`config.mk`:
```
export PLATFORM = sky130hd
export DESIGN_NAME = compare_arbiter
export DESIGN_NICKNAME = d
export VERILOG_FILES = /design/src/rtl/compare_pkg.sv /design/src/rtl/compare_arbiter_bitcompare.sv /design/src/rtl/compare_arbiter.sv
export SDC_FILE = /design/constraint.sdc
export NUM_CORES = 1
export LEC_CHECK = 0
export BUFFER_PORTS_ARGS = -buffer_cell sky130_fd_sc_hd__buf_2
export CAP_MARGIN = 20
export CELL_PAD_IN_SITES_DETAIL_PLACEMENT = 1
export CELL_PAD_IN_SITES_GLOBAL_PLACEMENT = 2
export CORE_ASPECT_RATIO = 1.2
export CORE_MARGIN = 4
export CORE_UTILIZATION = 27
export DETAILED_ROUTE_END_ITERATION = 16
export GPL_TIMING_DRIVEN = 0
export PLACE_DENSITY_LB_ADDON = 0.15
export SETUP_SLACK_MARGIN = 0.1
export SYNTH_ARGS = -nofsm -noshare
export SYNTH_HDL_FRONTEND = slang
export SYNTH_HIERARCHICAL = 1
export SYNTH_SLANG_ARGS = --single-unit
```
`constraint.sdc`:
```
create_clock -name clk -period 2.3 [get_ports clk]
set_input_delay 0.345 -clock clk [delete_from_list [all_inputs] [get_ports clk]]
set_output_delay 0.345 -clock clk [all_outputs]
set_load 0.005 [all_outputs]
```
`src/rtl/compare_pkg.sv`:
```
// Shared types and defaults for the round-robin comparator arbiter.
package compare_pkg;

    localparam int CMP_WIDTH_DEFAULT = 10;

    typedef enum logic [1:0] {
        IDLE = 2'd0,
        EVAL = 2'd1,
        RESP = 2'd2
    } cmp_state_t;

endpackage

```
`src/rtl/compare_arbiter_bitcompare.sv`:
```
// Unsigned strict magnitude comparator: out = a > b.
module bitcompare #(
    parameter int WIDTH = 10
) (
    input  logic [WIDTH-1:0] a,
    input  logic [WIDTH-1:0] b,
    output logic             out
);

    assign out = (a > b);

endmodule

```
`src/rtl/compare_arbiter.sv`:
```
// Round-robin arbiter sharing one bitcompare between NREQ requesters.
// Each transaction is IDLE -> EVAL -> RESP; done pulses in the cycle after RESP.
module compare_arbiter
    import compare_pkg::*;
#(
    parameter int WIDTH = CMP_WIDTH_DEFAULT,
    parameter int NREQ  = 4
) (
    input  logic             clk,
    input  logic             reset,
    input  logic [NREQ-1:0]  req,
    input  logic [WIDTH-1:0] a_in [NREQ],
    input  logic [WIDTH-1:0] b_in [NREQ],
    output logic [NREQ-1:0]  grant,
    output logic [NREQ-1:0]  done,
    output logic             result,
    output logic             busy
);

    localparam int IDX_W = (NREQ > 1) ? $clog2(NREQ) : 1;

    cmp_state_t       r_state;
    logic [IDX_W-1:0] r_ptr;
    logic [IDX_W-1:0] r_winner;
    logic [WIDTH-1:0] r_opa;
    logic [WIDTH-1:0] r_opb;
    logic [NREQ-1:0]  r_grant;
    logic [NREQ-1:0]  r_done;
    logic             r_result;

    logic [IDX_W-1:0] w_winner;
    logic [IDX_W-1:0] w_cand;
    logic             w_found;
    logic [NREQ-1:0]  w_onehot;
    logic             w_gt;

    // Priority search starting just after the last-served requester.
    always_comb begin
        w_found  = 1'b0;
        w_winner = '0;
        w_cand   = '0;
        for (int i = 1; i <= NREQ; i++) begin
            w_cand = IDX_W'((int'(r_ptr) + i) % NREQ);
            if (!w_found && req[w_cand]) begin
                w_found  = 1'b1;
                w_winner = w_cand;
            end
        end
    end

    generate
        for (genvar gi = 0; gi < NREQ; gi++) begin : g_onehot
            assign w_onehot[gi] = (w_winner == IDX_W'(gi));
        end
    endgenerate

    bitcompare #(.WIDTH(WIDTH)) u_bitcompare (
        .a   (r_opa),
        .b   (r_opb),
        .out (w_gt)
    );

    always_ff @(posedge clk or posedge reset) begin
        if (reset) begin
            r_state  <= IDLE;
            r_ptr    <= IDX_W'(NREQ - 1);
            r_winner <= '0;
            r_opa    <= '0;
            r_opb    <= '0;
            r_grant  <= '0;
            r_done   <= '0;
            r_result <= 1'b0;
        end else begin
            r_done <= '0;
            case (r_state)
                IDLE: begin
                    if (w_found) begin
                        r_opa    <= a_in[w_winner];
                        r_opb    <= b_in[w_winner];
                        r_winner <= w_winner;
                        r_grant  <= w_onehot;
                        r_state  <= EVAL;
                    end
                end
                EVAL: begin
                    r_result <= w_gt;
                    r_state  <= RESP;
                end
                RESP: begin
                    // done is registered here so it appears after grant drops.
                    r_done  <= r_grant;
                    r_grant <= '0;
                    r_ptr   <= r_winner;
                    r_state <= IDLE;
                end
                default: r_state <= IDLE;
            endcase
        end
    end

    assign grant  = r_grant;
    assign done   = r_done;
    assign result = r_result;
    assign busy   = (r_state != IDLE);

endmodule
```
# Yosys cells after proc, flatten, opt, wreduce, memory -nomap -nowiden
# Cells that the tools add are included.
[totals] in_bits=86 output_inout_bits=10 wordCells=64 reg_bits=35
[op_classes] n_bitwise=1 n_lt_le_gt_ge=6 n_addsub=4 n_eq_ne=6 reduce_logical=12 mux=27
[op_table] op="$bmux W10 S2" count=2
[op_table] op="$mux W10" count=4
[op_table] op="$lt A2 B3 Y1 const B" count=4
[op_table] op="$gt A10 B10 Y1" count=1
[op_table] op="$mux W2" count=5
[op_table] op="$bmux W1 S2" count=4
[op_table] op="$mux W1" count=8
[op_table] op="$mux W4" count=2
[op_table] op="$pmux W4 S2" count=1
[op_table] op="$eq A2 B2 Y1 const B" count=3
[op_table] op="$add A2 B1 Y2 const B" count=2
[op_table] op="$add A2 B2 Y2 const B" count=2
[op_table] op="$eq A2 B1 Y1 const B" count=2
[op_table] op="$logic_not A2 Y1" count=2
[op_table] op="$pmux W2 S2" count=1
[op_table] op="$reduce_and A2 Y1" count=2
[op_table] op="$reduce_bool A2 Y1" count=2
[op_table] op="$ge A3 B3 Y1 const B" count=1
[op_table] op="$logic_and A1 B1 Y1" count=3
[op_table] op="$logic_not A1 Y1" count=3
[op_table] op="$not A2 Y3" count=1
[op_table] op="$ne A2 B2 Y1 const B" count=1

# Logic depth before layout (Yosys ltp)
# Gate-level depths: netlist (run 1).
[logic_depth] ltp_word=17 depth_mapped=7 ltp_nobuf=7

# Hierarchy
# The synthesis (run 1) kept the hierarchy.
[by_module_without_submodules] mod="compare_arbiter" instances=1 area_per_inst_um2=2044.5 cells_per_inst=234 seq_area_each_um2=878.3
[by_module_without_submodules] mod="bitcompare" instances=1 area_per_inst_um2=252.7 cells_per_inst=35 seq_area_each_um2=0.0

# Least setup slack after synthesis (run 1)
# OpenSTA, ideal clock, no wires.
[synth_path] path_type="register -> register" start="reg r_ptr[1]" end="reg r_opa[1]" n_path_buf=2 period_less_slack_ns=1.654 t_arrival_ns=1.522 required_time_ns=2.169 stages_incl_launch_ff=7 setup_ns=0.131 slack_ns=0.646 cell_sequence="dfstp_2 > buf_2 > a21oi_1 > o211a_1 > clkbuf_1 > a221oi_1 > a31oi_1"
[synth_via] elab_chain_cells=17 word_cells_on_any_way=31 classes_between="add/sub: 4; mux: 19; bitwise: 1; reduce/logical: 7"
[synth_rtl] element="start: declaration" line="compare_arbiter.sv:23" text="logic [IDX_W-1:0] r_ptr;"
[synth_rtl] element="start signal: assignment" line="compare_arbiter.sv:66" text="r_ptr <= IDX_W'(NREQ - 1);"
[synth_rtl] element="start signal: assignment" line="compare_arbiter.sv:93" text="r_ptr <= r_winner;"
[synth_rtl] element="$add A2 B1 Y2" line="compare_arbiter.sv:43" text="w_cand = IDX_W'((int'(r_ptr) + i) % NREQ);"
[synth_rtl] element="$bmux W1 S2" line="compare_arbiter.sv:44" text="if (!w_found && req[w_cand]) begin"
[synth_rtl] element="$mux W1 (implied by the code)" line="compare_arbiter.sv:44"
[synth_rtl] element="$mux W1" line="compare_arbiter.sv:44"
[synth_rtl] element="$logic_not A1 Y1" line="compare_arbiter.sv:44"
[synth_rtl] element="$logic_and A1 B1 Y1" line="compare_arbiter.sv:44"
[synth_rtl] element="$mux W1" line="compare_arbiter.sv:44"
[synth_rtl] element="$logic_not A1 Y1" line="compare_arbiter.sv:44"
[synth_rtl] element="$logic_and A1 B1 Y1" line="compare_arbiter.sv:44"
[synth_rtl] element="$mux W1" line="compare_arbiter.sv:44"
[synth_rtl] element="$logic_not A1 Y1" line="compare_arbiter.sv:44"
[synth_rtl] element="$logic_and A1 B1 Y1" line="compare_arbiter.sv:44"
[synth_rtl] element="$mux W2" line="compare_arbiter.sv:44"
[synth_rtl] element="$not A2 Y3 (implied by the code)" line="compare_arbiter.sv:78" text="r_opa <= a_in[w_winner];"
[synth_rtl] element="$bmux W10 S2" line="compare_arbiter.sv:78"
[synth_rtl] element="$mux W10 (implied by the code) (2 in a row)" line="compare_arbiter.sv:78"
[synth_rtl] element="end signal: assignment" line="compare_arbiter.sv:78"
[synth_rtl] element="end: declaration" line="compare_arbiter.sv:25" text="logic [WIDTH-1:0] r_opa;"
# Parallel ways exist; a longest one is shown, timed or not. The select of a mux whose other input is x is not followed.
# A chain may end at the register's enable or synchronous reset.

# Worst setup path in the final report (run 1)
# Same ends and word-level chain as after synthesis.

==> impl_metrics.toml, run 1 <==
[outcome]
run_status = "completed"

[timing]
setup-violations-final = 0
report.final.slew_viol_count = 0
finalHoldViolations = 0
fmax_mhz = 498
worstMarginPinSlew_ns = 0.793
rsz0062_at_grt = "false"
finalSetupTns_ns = 0
timing.slew.headroom = 0.471
post-route-min-period_ns = 2.01
finalCritPeriodShare = 0.873
fin_skew_ns = 0.00778

[power]
power.share.combinational = 0.528
power_per_cell_area_nw_per_um2 = 1190
clock_power_share = 0.164
max-vdd-ir-drop_uv = 435
p_int_uw = 2070
switching_share = 0.422
sequentialPowerShare = 0.308
static-leakage-power_uw = 0.00143
switchingPower_uw = 1510

[clocking]
path_clk_slew_ns = 0.08
cts_buffers = 5
clock_tree_from_tritoncts = "built"
root_buffer = "sky130_fd_sc_hd__clkbuf_8"
cts.sink_count = 35
ctsHtreeMaxLevel = 2
cts_hold_buffers = 0
cts.repair_timing.setup_buffer_count = 0
cts_repair_resizes = 0
clkLatencyLatePin_ns = 0.29
cts_max_path_buffers = 2

[global_route]
grt_pass1_wl_um = 13200
grt_max_degree = 36
first_global_vias = 2578
grt_antenna_before_repair = 0
grt_use_total = 0.169
global_route.overflow_total = 0

[placed_design]
numPlacedInstances = 475
place.detailed.hpwl_um = 6570
placement.io_buffers = 92
gp_congestion = 0.819
postPlaceCellArea_um2 = 2900

[synth]
synthesis.area_per_instance_um2 = 8.54
ys_seq_elements = 35
syn_nets = 365
netlist-cell-type-count = 32
synth.yosys.seq_area_share = 0.382
synthesis.instances = 269
yosys_warnings = 6
synthesis.area_um2 = 2300

[worst_setup_path]
path_class = "flop to flop"
arrival_ns = 2.18
critical-path-max-stage-delay_ns = 0.54
startpoint_type = "flop"
timing.critical_path.cells = "buf_2, o21ai_0, o211a_1, clkbuf_1, a221oi_1, a31oi_1"
reg2reg_slack_ns = 0.29
kind_of_capture_point_of_the_worst_setup_path = "flop"
cp_max_fo = 10
crit_path_top_delay_cell = "sky130_fd_sc_hd__dfstp_2"
required_time_worst_endpoint_ns = 2.47

[floorplan]
die_height_um = 109
floorplan.die.width_um = 92.2
die_area_um2 = 10100
floorplan.initialDensity = 0.280
core-area_um2 = 8200
std_cell_rows = 36
pin_count = 96

[drt]
detail_route.iter0.violations = 53
drt_drc_violations_left = 0
routedLengthMet1_um = 3690
wl_met3_um = 324
topRoutingLayerUsed = "met4"
avgViaCountPerCell = 4.95
num_vias = 2389
postRouteAntennaNets = 0
routedWlPerCell_um = 17.6
wl_um = 8490
met2_length_um = 4420
drt_first_pass_iters = 4

[cells_and_area]
antennaDiodeCount = 0
num-nets-final = 464
flow.area_growth_from_synthesis_pct = 31.4
final_design_area_no_fill_um2 = 3020
drive_above_1_share = 0.328
layout.cells.non_filler = 483

[worst_hold_path]
min_path_type = "input pin to asynchronous set/reset pin"

[flow_run]
maxCapViolCount = 0
## flip-flops by register name, summed over array words and instances, names as in the netlist
| signal | cells |
|---|---|
| result | 1 |
| done | 4 |
| r_state | 2 |
| r_opa | 10 |
| r_winner | 2 |
| r_ptr | 2 |
| r_opb | 10 |
| grant | 4 |
## layout by cell type, fill, tap and decap left out, types with 2 or more instances in the layout
cell type	netlist	routed
sky130_fd_sc_hd__nand2b_1	5	5
sky130_fd_sc_hd__dfstp_2	2	2
sky130_fd_sc_hd__nand4_1	2	2
sky130_fd_sc_hd__nand3_1	28	28
sky130_fd_sc_hd__buf_6	5	5
sky130_fd_sc_hd__o21ai_0	26	26
sky130_fd_sc_hd__dfrtp_1	33	33
sky130_fd_sc_hd__a31oi_1	20	20
sky130_fd_sc_hd__a221oi_1	20	20
sky130_fd_sc_hd__nand2_1	11	11
sky130_fd_sc_hd__clkbuf_1	11	11
sky130_fd_sc_hd__ha_1	10	10
sky130_fd_sc_hd__a21oi_1	6	6
sky130_fd_sc_hd__nor3_1	2	2
sky130_fd_sc_hd__nor2_1	25	25
sky130_fd_sc_hd__nor2b_1	3	3
sky130_fd_sc_hd__a221o_1	2	2
sky130_fd_sc_hd__inv_1	15	14
sky130_fd_sc_hd__clkbuf_8	0	6
sky130_fd_sc_hd__and2_1	24	24
sky130_fd_sc_hd__buf_2	6	98
sky130_fd_sc_hd__inv_2	1	2
sky130_fd_sc_hd__o221ai_1	2	2
## stage by stage
| step | util | hold slack, ns | setup slack [ns] | power, µW |
|---|---|---|---|---|
| after floorplan | - | 0.440 | 0.646 | 2400 |
| after global placement | 0.354 | 0.461 | 0.291 | 3010 |
| after detailed placement | 0.354 | 0.468 | 0.279 | 3050 |
| after CTS | 0.368 | 0.227 | 0.278 | 3650 |
| after global routing | 0.368 | 0.261 | 0.102 | 3910 |
| final | 0.368 | 0.197 | 0.293 | 3590 |
## logic make-up (layout without fill, tap and decap cells)
kind of cell    Yosys count  count (layout)  share of synthesized area
simple gates            103             103                      0.226
compound gates           81              81                      0.244
buf+inv                  38             138                     0.0817
flops                    35              35                      0.382
fa+ha+maj                10              10                     0.0545
mux                       2               2                     0.0114
## layer usage
layer	vias up	global-route usage
li1	1172	-
met1	1162	0.205
met2	50	0.307
met3	5	0.0304
met4	0	0.0435
met5	-	0
## Yosys cell counts (all sizes together)
cell type,instances,area share
dfrtp,33,0.36
nand3,28,0.061
o21ai,26,0.057
nor2,25,0.041
and2,24,0.065
a221oi,20,0.076
a31oi,20,0.054
inv,16,0.026
buf,11,0.038
clkbuf,11,0.018
nand2,11,0.018
ha,10,0.054
a21oi,6,0.013
nand2b,5,0.014
nor2b,3,0.0082
a221o,2,0.0087
dfstp,2,0.023
mux2,2,0.011
nand4,2,0.0054
nor3,2,0.0044
o221ai,2,0.0076
or2,2,0.0065
a211oi,1,0.0054
a21o,1,0.0033
and3,1,0.0027
o211a,1,0.0044
o31ai,1,0.0093
o41a,1,0.0049
## worst max-delay path: cells and delay by family (launching register included)
kind / cells / cell delay [ns]
flip-flops: 1 / 0.54
AO/OA/AOI/OAI: 4 / 0.87
buffers and inverters: 2 / 0.47
## power groups by stage
| stage | registers [µW] | logic (µW) | clock network, µW |
|---|---|---|---|
| after floorplan | 1060 | 1350 | 0 |
| after global placement | 1120 | 1900 | 0 |
| after detailed placement | 1120 | 1930 | 0 |
| after CTS | 1110 | 1930 | 605 |
| after global routing | 1150 | 2140 | 629 |
| final | 1100 | 1890 | 590 |
## cell type report
| class | count | area [µm²] |
|---|---|---|
| flip-flops and latches | 35 | 878 |
| clock buffers | 6 | 82.6 |
| repair buffers | 92 | 460 |
| clock inverters | 2 | 35.0 |
| plain buffers | 22 | 128 |
| fillers | 1031 | 5180 |
| well taps | 114 | 143 |
| multi-input cells | 196 | 1230 |
| inverters | 16 | 60.1 |
## final timing paths
path / from / end / cells past startpoint
worst max-delay path: r_ptr[1]$_DFFE_PP1P_ / r_opa[1]$_DFFE_PP0P_ / 6
worst min-delay path: reset / done[2]$_DFF_PP0_ / 2
worst max register to register: r_ptr[1]$_DFFE_PP1P_ / r_opa[1]$_DFFE_PP0P_ / 6
worst min register to register: r_winner[1]$_DFFE_PP0P_ / r_ptr[1]$_DFFE_PP1P_ / 2
max in group asynchronous: reset / r_opb[3]$_DFFE_PP0P_ / 2
min in group clk: a_in[3] / r_opa[3]$_DFFE_PP0P_ / 3
No activity file was read; power rests on OpenSTA's default activity.
==> run 2, diff against run 1 <==
BUFFER_PORTS_ARGS = not set   (was -buffer_cell sky130_fd_sc_hd__buf_2)
CORE_UTILIZATION = 35   (was 27)
DONT_BUFFER_PORTS = 1   (was not set)
==> run 2 against run 1 <==
Effect of this change:
- first-iteration DRC count up 57%
- clock skew is essentially flat
- cell area fell by 16%
- core utilization rose by 2.6 points
- combinational power decreased by 7%
- fmax down 2.4%
- non-clock buffer count decreased by 92
- die area fell by 21%
- largest cell class unchanged
==> impl_metrics.toml, run 2 (same netlist as run 1, synthesis figures left out) <==
[outcome]
run_status = "completed"

[drt]
avgViaCountPerCell = 5.69
routedWlPerCell_um = 19.9
topRoutingLayerUsed = "met4"
drt_first_pass_iters = 6
wl_um = 7200
postRouteAntennaNets = 0
num_vias = 2061
detail_route.iter0.violations = 83
routedLengthMet1_um = 3290
drt_drc_violations_left = 0
met2_length_um = 3280
wl_met3_um = 543

[placed_design]
gp_congestion = 0.790
place.detailed.hpwl_um = 5570
placement.io_buffers = 0

[clocking]
ctsHtreeMaxLevel = 2
cts.repair_timing.setup_buffer_count = 0
cts_buffers = 5
root_buffer = "sky130_fd_sc_hd__clkbuf_8"
cts_max_path_buffers = 2
path_clk_slew_ns = 0.08
clock_tree_from_tritoncts = "built"
clkLatencyLatePin_ns = 0.29
cts.sink_count = 35

[power]
max-vdd-ir-drop_uv = 489
static-leakage-power_uw = 0.00106
power_per_cell_area_nw_per_um2 = 1360

[global_route]
global_route.overflow_total = 0
grt_pass1_wl_um = 11700
grt_max_degree = 36
grt_use_total = 0.190
grt_antenna_before_repair = 0
first_global_vias = 2286

[floorplan]
pin_count = 96
die_height_um = 96.7
floorplan.initialDensity = 0.359
core-area_um2 = 6410
die_area_um2 = 7930
std_cell_rows = 32
floorplan.die.width_um = 82.0

[worst_setup_path]
worst_setup_path_startpoint = "r_ptr[1]$_DFFE_PP1P_"
reg2regPathDepth = 6
startpoint_type = "flop"
reg2reg_slack_ns = 0.24
arrival_ns = 2.22
cp_max_fo = 10
kind_of_capture_point_of_the_worst_setup_path = "flop"
regToRegStartpoint = "r_ptr[1]$_DFFE_PP1P_"
required_time_worst_endpoint_ns = 2.46
path_class = "flop to flop"

[flow_run]
maxCapViolCount = 0

[cells_and_area]
layout_top_registers = "r_opa: 10 flops, r_opb: 10 flops"
num-nets-final = 372
antennaDiodeCount = 0
mostFrequentLayoutCell = "sky130_fd_sc_hd__dfrtp_1"
flow.area_growth_from_synthesis_pct = 10.0
drive_above_1_share = 0.108
fin_util = 0.395
most-common-layout-cells = "sky130_fd_sc_hd__dfrtp_1, sky130_fd_sc_hd__nand3_1, sky130_fd_sc_hd__o21ai_0"
fill_cells = 777

[timing]
timing.slew.headroom = 0.492
finalSetupTns_ns = 0
fin_skew_ns = 0.00764
rsz0062_at_grt = "true"
finalCritPeriodShare = 0.894
setup-violations-final = 0
fmax_mhz = 486
worstMarginPinSlew_ns = 0.761
post-route-min-period_ns = 2.06
finalHoldViolations = 0
report.final.slew_viol_count = 0

[worst_hold_path]
min_path_type = "input pin to asynchronous set/reset pin"
==> run 2: cell count changes in the layout (fill, tap and decap cells not counted), sizes merged <==
cell	before	now
buf	103	11
==> run 2: report_power, final <==
part           internal, µW  total, µW  leakage, µW  switching (µW)
Clock                   351        592    0.0000612             240
Combinational           725       1750     0.000582            1020
Sequential              916       1100     0.000416             189
Total                  1990       3440      0.00106            1450
==> run 2: final cells by class <==
| class | count | area (µm²) | share of cell area |
|---|---|---|---|
| multi-input cells | 196 | 1240 | 0.490 |
| flip-flops and latches | 35 | 878 | 0.348 |
| plain buffers | 22 | 128 | 0.0505 |
| well taps | 85 | 106 | 0.0421 |
| clock buffers | 6 | 82.6 | 0.0327 |
| inverters | 16 | 60.1 | 0.0238 |
| clock inverters | 2 | 35.0 | 0.0139 |
==> run 2: timing repair <==
item,in CTS,in global routing
hold endpoints to repair,0,0
resized for setup,0,1
endpoints found under the setup margin,0,1
hold buffers,0,0
==> run 2: worst max-delay path, cell delays in order, from the launching register on <==
cell and delay [ns]:
sky130_fd_sc_hd__dfstp_2 0.54, sky130_fd_sc_hd__buf_2 0.19, sky130_fd_sc_hd__a21oi_1 0.08, sky130_fd_sc_hd__o211a_1 0.26, sky130_fd_sc_hd__clkbuf_1 0.28, sky130_fd_sc_hd__a221oi_2 0.43
sky130_fd_sc_hd__a31oi_1 0.13
==> run 2: worst paths after layout <==
| kind | end |
|---|---|
| max in group asynchronous | result$_DFFE_PP0N_ |
| min in group clk | r_opb[8]$_DFFE_PP0P_ |
| hold / removal | done[2]$_DFF_PP0_ |
| setup / recovery | r_opa[5]$_DFFE_PP0P_ |
| hold reg to reg | r_ptr[1]$_DFFE_PP1P_ |
| setup reg to reg | r_opa[5]$_DFFE_PP0P_ |
==> run 2: layer usage <==
| layer | vias to the layer above | global-route usage |
|---|---|---|
| met3 | 6 | 0.0493 |
| li1 | 991 | - |
| met1 | 987 | 0.260 |
| met4 | 0 | 0.0524 |
| met2 | 77 | 0.294 |
| met5 | - | 0 |
==> run 2: stage by stage <==
step                power [µW]  hold slack, ns  instance area, µm²  setup WS [ns]  cells
detailed placement        2880           0.409                2400          0.166    354
global placement          2860           0.460                2400          0.202    354
CTS                       3480          0.0954                2520          0.137    362
floorplan                 2400           0.440                2300          0.646    269
finish                    3440          0.0563                2530          0.243    362
global route              3780           0.123                2530         0.0952    362
==> run 3, diff against run 2 <==
PLACE_DENSITY = 0.76   (was not set)
PLACE_DENSITY_LB_ADDON = not set   (was 0.15)
==> run 3 against run 2 <==
Effect of this change:
- final cell count up 0.28%
- highest routed layer unchanged
- wire length grew 4.8%
- global-route usage increased by 0.54 points
- count of clock-buffer cells in the layout stayed put
- sequential share of layout area shrank 0.37 points
- critical path type unchanged
- cell area up 1.1%
- worst hold slack lost 0.043 ns
- via count grew 2.8%
- flip-flop and latch count unchanged
- first-iteration DRC count is 31% lower
==> impl_metrics.toml, run 3 (same netlist as run 1, synthesis figures left out) <==
[drt]
drt_first_pass_iters = 4
avgViaCountPerCell = 5.84
postRouteAntennaNets = 0
drt_drc_violations_left = 0
routedWlPerCell_um = 20.8
num_vias = 2119
detail_route.iter0.violations = 57
wl_um = 7550

[worst_setup_path]
kind_of_capture_point_of_the_worst_setup_path = "flop"
startpoint_type = "flop"
regToRegStartpoint = "r_ptr[1]$_DFFE_PP1P_"
reg2reg_slack_ns = 0.29
required_time_worst_endpoint_ns = 2.45
reg2reg_to = "r_opa[4]$_DFFE_PP0P_"
arrival_ns = 2.16
path_class = "flop to flop"
reg2regPathDepth = 6
cp_max_fo = 10

[power]
switchingPower_uw = 1480
sequentialPowerShare = 0.322
static-leakage-power_uw = 0.00107
p_int_uw = 2000
switching_share = 0.426
power_per_cell_area_nw_per_um2 = 1360
max-vdd-ir-drop_uv = 400
clock_power_share = 0.167
power.share.combinational = 0.511

[clocking]
clkLatencyLatePin_ns = 0.29
clock_tree_from_tritoncts = "built"
root_buffer = "sky130_fd_sc_hd__clkbuf_8"
cts_hold_buffers = 0
cts_buffers = 5
cts_repair_resizes = 0
cts.sink_count = 35
path_clk_slew_ns = 0.08
ctsHtreeMaxLevel = 2
cts_max_path_buffers = 2
cts.repair_timing.setup_buffer_count = 0

[floorplan]
floorplan.initialDensity = 0.359
std_cell_rows = 32
core-area_um2 = 6410
floorplan.die.width_um = 82.0
die_area_um2 = 7930
die_height_um = 96.7
pin_count = 96

[cells_and_area]
flow.area_growth_from_synthesis_pct = 11.2
multi_input_combinational_cell_area_um2 = 1240
register_area_um2 = 878
drive_above_1_share = 0.108
num-nets-final = 373
most-common-layout-cells = "sky130_fd_sc_hd__dfrtp_1, sky130_fd_sc_hd__nand3_1, sky130_fd_sc_hd__o21ai_0"
layout.cells.non_filler = 363
mostFrequentLayoutCell = "sky130_fd_sc_hd__dfrtp_1"
final_design_area_no_fill_um2 = 2550
antennaDiodeCount = 0
layout_top_registers = "r_opa: 10 flops, r_opb: 10 flops"
fin_util = 0.399
fill_cells = 779

[timing]
finalSetupTns_ns = 0
rsz0062_at_grt = "false"
fmax_mhz = 498
fin_ws_ns = 0.294
worstMarginPinSlew_ns = 0.619
finalHoldViolations = 0
finalCritPeriodShare = 0.872
report.final.slew_viol_count = 0
setup-violations-final = 0
fin_skew_ns = 0.00997
timing.slew.headroom = 0.587
post-route-min-period_ns = 2.01

[global_route]
grt_antenna_before_repair = 0
first_global_vias = 2270
grt_use_total = 0.196
grt_pass1_wl_um = 12100
global_route.overflow_total = 0
grt_max_degree = 24

[flow_run]
maxCapViolCount = 0

[placed_design]
placement.io_buffers = 0
gp_congestion = 0.809
preCtsSetupSlack_ns = 0.288
postPlaceCellArea_um2 = 2430
numPlacedInstances = 355
place.detailed.hpwl_um = 5930

[outcome]
run_status = "completed"

[worst_hold_path]
min_path_type = "input pin to asynchronous set/reset pin"
run 3: worst max-delay path by stage:
stage	to	start	cells after the start	slack [ns]
6_report	r_opa[4]$_DFFE_PP0P_	r_ptr[1]$_DFFE_PP1P_	6	0.29
5_1_grt	r_opa[4]$_DFFE_PP0P_	r_ptr[1]$_DFFE_PP1P_	6	0.12
4_1_cts	r_opb[9]$_DFFE_PP0P_	r_ptr[1]$_DFFE_PP1P_	6	0.26
3_5_place_dp	r_opb[9]$_DFFE_PP0P_	r_ptr[1]$_DFFE_PP1P_	6	0.29
3_3_place_gp	r_opb[3]$_DFFE_PP0P_	req[3]	7	0.32
2_1_floorplan	r_opa[1]$_DFFE_PP0P_	r_ptr[1]$_DFFE_PP1P_	6	0.65
run 3: per-layer routing:
metal | wire length [µm] | GRT usage | vias up
met1 | 3380 | 0.266 | 1067
li1 | - | - | 993
met3 | 294 | 0.0326 | 4
met2 | 3810 | 0.322 | 55
met5 | 0 | 0 | -
met4 | 61 | 0.0422 | 0
run 3: cell type report:
class,count,share of cell area
tap,85,0.0416
clock inverter,2,0.0137
clock buffer,6,0.0323
sequential,35,0.344
timing repair buffer,1,0.0108
buffer,22,0.0500
multi-input combinational,196,0.484
inverter,16,0.0235
run 3: per-stage QoR:
stage	power (µW)	hold slack (ns)
floorplan	2400	0.440
global placement	2870	0.459
detailed placement	2930	0.336
CTS	3520	0.0233
global route	3800	0.0529
finish	3480	0.0134
run 3: worst max-delay path, stage by stage, from the launching register on:
cell and delay (ns):
sky130_fd_sc_hd__dfstp_2 0.53, sky130_fd_sc_hd__buf_2 0.19, sky130_fd_sc_hd__o21ai_0 0.15, sky130_fd_sc_hd__o211a_1 0.18
sky130_fd_sc_hd__clkbuf_1 0.27, sky130_fd_sc_hd__a221oi_1 0.42, sky130_fd_sc_hd__a31oi_1 0.13
run 3: power groups by stage:
stage	combinational [µW]	sequential (µW)	clock (µW)
final	1780	1120	582
after global routing	2020	1160	618
after CTS	1800	1130	590
after detailed placement	1790	1140	0
after global placement	1740	1130	0
after floorplan	1350	1060	0
